$ cat src/rtl/fir_pkg.sv
// Shared declarations for the FIR stream sequencer: controller states and tap geometry.
package fir_pkg;
   localparam int NUM_TAPS = 8;
   localparam int TAP_AW   = 3;

   typedef enum logic [1:0] {FILL, RUN, DRAIN, COMMIT} state_t;
endpackage

$ cat src/rtl/fir_out_fifo.sv
// Synchronous result FIFO with a flush-style clear; push and pop in one cycle keep the count.
module fir_out_fifo #(
   parameter int bit_width = 16,
   parameter int OUT_DEPTH = 4
) (
   input  logic                           clk,
   input  logic                           rst,
   input  logic                           clr,
   input  logic                           push,
   input  logic signed [bit_width-1:0]    push_data,
   input  logic                           pop,
   output logic signed [bit_width-1:0]    pop_data,
   output logic [$clog2(OUT_DEPTH+1)-1:0] count,
   output logic                           empty
);
   localparam int CW = $clog2(OUT_DEPTH + 1);
   localparam int PW = (OUT_DEPTH > 1) ? $clog2(OUT_DEPTH) : 1;

   logic signed [bit_width-1:0] mem [OUT_DEPTH];
   logic [PW-1:0] wr_ptr, rd_ptr;
   logic          do_push, do_pop;

   function automatic logic [PW-1:0] ptr_inc(input logic [PW-1:0] p);
      return (p == PW'(OUT_DEPTH - 1)) ? '0 : p + PW'(1);
   endfunction

   assign empty    = (count == '0);
   assign do_push  = push && !clr;
   assign do_pop   = pop && !empty && !clr;
   assign pop_data = mem[rd_ptr];

   always_ff @(posedge clk or posedge rst) begin
      if (rst) begin
         wr_ptr <= '0;
         rd_ptr <= '0;
         count  <= '0;
         for (int i = 0; i < OUT_DEPTH; i++) mem[i] <= '0;
      end else if (clr) begin
         wr_ptr <= '0;
         rd_ptr <= '0;
         count  <= '0;
      end else begin
         if (do_push) begin
            mem[wr_ptr] <= push_data;
            wr_ptr      <= ptr_inc(wr_ptr);
         end
         if (do_pop) rd_ptr <= ptr_inc(rd_ptr);
         if (do_push && !do_pop)      count <= count + CW'(1);
         else if (!do_push && do_pop) count <= count - CW'(1);
      end
   end

   // The credit scheme upstream must make a push into a full FIFO impossible.
   assert property (@(posedge clk) disable iff (rst)
      !(do_push && !do_pop && (count == CW'(OUT_DEPTH))));
endmodule

$ cat src/rtl/fir_stream_sequencer.sv
// Stream controller for the 8-tap FIR: delay line, double-buffered coefficients,
// commit FSM, latency tracking and credit-based output FIFO.
module fir_stream_sequencer
   import fir_pkg::*;
#(
   parameter int bit_width = 16,
   parameter int OUT_DEPTH = 4
) (
   input  logic                        clk,
   input  logic                        rst,
   input  logic                        in_valid,
   output logic                        in_ready,
   input  logic signed [bit_width-1:0] in_data,
   input  logic                        flush,
   input  logic                        coef_wr_en,
   input  logic [TAP_AW-1:0]           coef_wr_addr,
   input  logic signed [bit_width-1:0] coef_wr_data,
   input  logic                        mode_wr,
   input  logic                        coef_commit,
   output logic                        commit_busy,
   output logic signed [bit_width-1:0] fir_x     [0:NUM_TAPS-1],
   output logic signed [bit_width-1:0] fir_coeff [0:NUM_TAPS-1],
   output logic                        fir_mode,
   input  logic signed [bit_width-1:0] fir_y,
   output logic                        out_valid,
   input  logic                        out_ready,
   output logic signed [bit_width-1:0] out_data
);
   localparam int CW = $clog2(OUT_DEPTH + 1);

   state_t                      state, state_nxt;
   logic [3:0]                  fill, fill_nxt;
   logic                        vld_p1, vld_p2;
   logic                        accept, launch, fifo_empty;
   logic [CW-1:0]               fifo_count;
   logic [CW:0]                 occ;
   logic signed [bit_width-1:0] shadow [NUM_TAPS];

   function automatic logic [3:0] sat_fill(input logic [3:0] f);
      return (f >= 4'(NUM_TAPS)) ? 4'(NUM_TAPS) : f + 4'd1;
   endfunction

   // Results already queued plus those still inside the filter pipe.
   assign occ = {1'b0, fifo_count} + {{CW{1'b0}}, vld_p1} + {{CW{1'b0}}, vld_p2};

   assign in_ready    = !rst && ((state == FILL) || (state == RUN)) && (occ < (CW+1)'(OUT_DEPTH));
   assign accept      = in_valid && in_ready && !flush;
   assign fill_nxt    = flush ? 4'd0 : (accept ? sat_fill(fill) : fill);
   assign launch      = accept && (sat_fill(fill) == 4'(NUM_TAPS));
   assign commit_busy = (state == DRAIN) || (state == COMMIT) ||
                        (((state == FILL) || (state == RUN)) && coef_commit);
   assign out_valid   = !fifo_empty;

   always_comb begin
      state_nxt = state;
      case (state)
         FILL, RUN: begin
            if (coef_commit) state_nxt = DRAIN;
            else             state_nxt = (fill_nxt == 4'(NUM_TAPS)) ? RUN : FILL;
         end
         DRAIN:   if (flush || (!vld_p1 && !vld_p2)) state_nxt = COMMIT;
         COMMIT:  state_nxt = (fill_nxt == 4'(NUM_TAPS)) ? RUN : FILL;
         default: state_nxt = FILL;
      endcase
   end

   // Stage p0 -> p1 -> p2: accept edge, filter register edge, FIFO push edge.
   always_ff @(posedge clk or posedge rst) begin
      if (rst) begin
         state  <= FILL;
         fill   <= '0;
         vld_p1 <= 1'b0;
         vld_p2 <= 1'b0;
      end else begin
         state  <= state_nxt;
         fill   <= fill_nxt;
         vld_p1 <= !flush && launch;
         vld_p2 <= !flush && vld_p1;
      end
   end

   always_ff @(posedge clk or posedge rst) begin
      if (rst) begin
         for (int k = 0; k < NUM_TAPS; k++) fir_x[k] <= '0;
      end else if (flush) begin
         for (int k = 0; k < NUM_TAPS; k++) fir_x[k] <= '0;
      end else if (accept) begin
         fir_x[0] <= in_data;
         for (int k = 1; k < NUM_TAPS; k++) fir_x[k] <= fir_x[k-1];
      end
   end

   // The COMMIT copy reads the shadow before any write landing in the same cycle.
   always_ff @(posedge clk or posedge rst) begin
      if (rst) begin
         for (int k = 0; k < NUM_TAPS; k++) begin
            shadow[k]    <= '0;
            fir_coeff[k] <= '0;
         end
         fir_mode <= 1'b0;
      end else begin
         if (coef_wr_en) shadow[coef_wr_addr] <= coef_wr_data;
         if (state == COMMIT) begin
            for (int k = 0; k < NUM_TAPS; k++) fir_coeff[k] <= shadow[k];
            fir_mode <= mode_wr;
         end
      end
   end

   fir_out_fifo #(
      .bit_width (bit_width),
      .OUT_DEPTH (OUT_DEPTH)
   ) u_out_fifo (
      .clk       (clk),
      .rst       (rst),
      .clr       (flush),
      .push      (vld_p2),
      .push_data (fir_y),
      .pop       (out_ready),
      .pop_data  (out_data),
      .count     (fifo_count),
      .empty     (fifo_empty)
   );
endmodule
$ cat config.mk
export PLATFORM = sky130hd
export DESIGN_NAME = fir_stream_sequencer
export DESIGN_NICKNAME = d
export VERILOG_FILES = /design/src/rtl/fir_pkg.sv /design/src/rtl/fir_out_fifo.sv /design/src/rtl/fir_stream_sequencer.sv
export SDC_FILE = /design/constraint.sdc
export NUM_CORES = 1
export LEC_CHECK = 0
export CAP_MARGIN = 25
export CORE_ASPECT_RATIO = 2
export CORE_MARGIN = 5
export CORE_UTILIZATION = 35
export CTS_CLUSTER_DIAMETER = 80
export DETAILED_ROUTE_END_ITERATION = 8
export RECOVER_POWER = 25
export SLEW_MARGIN = 20
export SYNTH_ARGS = -nofsm -noshare
export SYNTH_HDL_FRONTEND = slang
export SYNTH_SLANG_ARGS = --single-unit
export TNS_END_PERCENT = 1
$ cat constraint.sdc
create_clock -name clk -period 20.7 [get_ports clk]
set_clock_uncertainty 0.05 [all_clocks]
set_input_delay 2.07 -clock clk [delete_from_list [all_inputs] [get_ports clk]]
set_output_delay 2.07 -clock clk [all_outputs]
set_load 0.05 [all_outputs]
==> results.ini <==
[outcome]
status=complete, but fails checks
violations=capacitance limit, slew limit

[yosys]
synth_cell_types=43
synth_xor_area_frac=0.00192
syn_area_sq_um=18300
async_reset_ff_frac=1.00
synth-simple-area-share=0.0712
yosys_most_used_dff=dfrtp_1
yosysTopAreaCellShare=0.636
ys_top_cells_by_count=464 x dfrtp_1, 321 x mux2_2, 261 x nand2_1
syn_inst=1356
synth.area.mux_share=0.218
synth-seq-area-share=0.636
synthTopCellsByArea=dfrtp_1 64%, mux2_2 20%, nand2_1 5.4%
synth_top_cell_by_area=dfrtp_1
synth_edf_count=0
syn_area_per_cell_sq_um=13.5
synth-compound-area-share=0.0422
synth_most_common_cell=dfrtp_1
syn_nets=1424
ys_ff_latch=464
synthAdderAreaFrac=0.00658
synth_top_family_by_area=multiplexers
yosys_warnings=0

[critical_path]
critical-path-max-stage-delay_ns=2.82
worstPathCellList=dlygate4sd3_1, clkinvlp_2, clkbuf_1, buf_4
crit_slowest_cell=clkinvlp_2
worst_setup_path_start_kind=input port
crit_fanout=113
cp.required_ns=21.25
cp_data_arrival_time_ns=7.57
path_class=input port to async pin
worstSetupEndpointType=async pin

[cts]
insertion_delay_ns=0.56
path_clk_slew_ns=0.07
cts_buffers=43
tritoncts=done
post-cts-setup-buffers=0
cts-resized-gates=0
htree_levels=2
clockBufferDepth=3
root_buffer=clkbuf_16
cts_sinks=464
ctsHoldBuffers=0

[floorplanning]
fp-row-count=118
die-area_sq_um=57100
fp.coreArea_sq_um=51700
initial_core_util=0.353
die_w_um=172
ios=335
die_h_um=333

[place]
gp_congestion=0.797
place_area_sq_um=22200
portBuffers=334
dp.cells=2286
hpwl_um=33000

[detailed_routing]
drt_first_iter_violations=780
drt-total-wl_um=48700
ant_nets=0
first_pass_iters=5
vias_per_cell=4.88
drc=0
via_count=11554
wl_per_cell_um=20.6

[min_path]
hold_path.class=register to register

[power_and_ir_drop]
peakVddDrop_uv=116
power.leakage_nw=10.1
powerDensity_nw_per_um2=137

[finish]
postLayoutCoreUtil=0.457
finalNetCount=1742
syn2layout_area_growth_pct=29.4
diodes=0
design_area_sq_um=23600
fill_cells=4773
drive_gt1_frac=0.254
finalNonFillerCells=2366

[timing]
timing.final.crit_share=0.339
rsz0062_at_grt=false
finalSetupViolCount=0
slew_headroom=-2.42
setup-tns-final_ns=0
period_needed_ns=7.01
maxSlewViolCount=314
fmax_ghz=0.143
hold_viol=0
worst_pin_slew_ns=5.10

[grt]
grt_max_degree=114
grt_usage=0.169
antenna_found_initial=0
grt_pass1_vias=12545
grt_first_pass_wirelength_um=75900
overflow=0

[job]
cap_violations=4

[sequential cells by signal, indices dropped and copies added, names as in the netlist]
register and count:
fill 4, fir_coeff 128, fir_mode 1, fir_x 128
shadow 128, state 2, u_out_fifo.count 3, u_out_fifo.mem 64
u_out_fifo.rd_ptr 2, u_out_fifo.wr_ptr 2, vld_p1 1, vld_p2 1
[per-stage QoR]
step	worst slack, ns	power [mW]	hold slack (ns)
after floorplan	5.64	2.01	0.424
after global placement	14.75	2.41	0.431
after detailed placement	14.75	2.43	0.437
after CTS	14.74	3.27	0.449
after global routing	12.58	3.39	0.465
final	13.69	3.24	0.449
[final cells by class]
class	instances	area (sq um)	area share
flip-flops and latches	464	11600	0.491
multi-input cells	804	6200	0.263
repair buffers	354	3520	0.149
clock buffers	59	1230	0.0520
well taps	660	826	0.0350
clock inverters	18	209	0.00884
inverters	7	27.5	0.00117
[cell usage in the layout, fill, tap and decap left out, types with 4 or more instances in the layout]
| cell type | Yosys | final |
|---|---|---|
| clkbuf_1 | 21 | 15 |
| ha_1 | 8 | 8 |
| nand2_1 | 261 | 261 |
| mux4_2 | 16 | 16 |
| clkbuf_16 | 0 | 44 |
| clkinv_2 | 0 | 11 |
| clkbuf_8 | 0 | 7 |
| nor2_1 | 12 | 12 |
| mux2_2 | 321 | 321 |
| clkdlybuf4s50_1 | 0 | 330 |
| dfrtp_1 | 464 | 464 |
| a21oi_1 | 133 | 133 |
| nand2_2 | 5 | 5 |
| buf_4 | 14 | 9 |
| bufinv_16 | 0 | 4 |
| nor3_1 | 3 | 5 |
| inv_1 | 7 | 6 |
[where the power goes]
group	internal [mW]	switching, mW	leakage (nW)	total (mW)
clock network	0.467	0.352	0.717	0.819
logic	0.453	0.754	3.40	1.21
registers	1.10	0.110	5.98	1.21
[worst max-delay path, delay by kind of cell]
| kind | cells | cell delay, ns |
|---|---|---|
| buf+inv | 4 | 5.37 |
[final timing paths]
check                                       start                    endpoint  slack, ns  cells after the start
max                                           rst     shadow[122]$_DFFE_PP0P_      13.69                      4
min                        shadow[51]$_DFFE_PP0P_   fir_coeff[51]$_DFFE_PP0P_       0.45                      1
max reg2reg                  state[1]$_DFFE_PP0P_  fir_coeff[121]$_DFFE_PP0P_      14.48                      3
min reg2reg                shadow[51]$_DFFE_PP0P_   fir_coeff[51]$_DFFE_PP0P_       0.45                      1
max in group clk             state[1]$_DFFE_PP0P_  fir_coeff[121]$_DFFE_PP0P_      14.48                      3
min in group asynchronous                     rst        fir_x[2]$_DFFE_PP0P_       3.52                      2
[layer usage]
layer | global-route usage | wire (um) | vias up
met5 | 0 | 0 | -
met4 | 0.0531 | 1520 | 0
met3 | 0.0603 | 4550 | 73
met2 | 0.287 | 24200 | 362
met1 | 0.200 | 18400 | 5863
li1 | - | - | 5256
[cell families after synthesis]
kind of cell | after synthesis
simple gates | 307
mux | 338
buf+inv | 88
compound gates | 146
fa+ha+maj | 9
flops | 464
xor+xnor | 4
No activity file was read; power rests on OpenSTA's default activity.
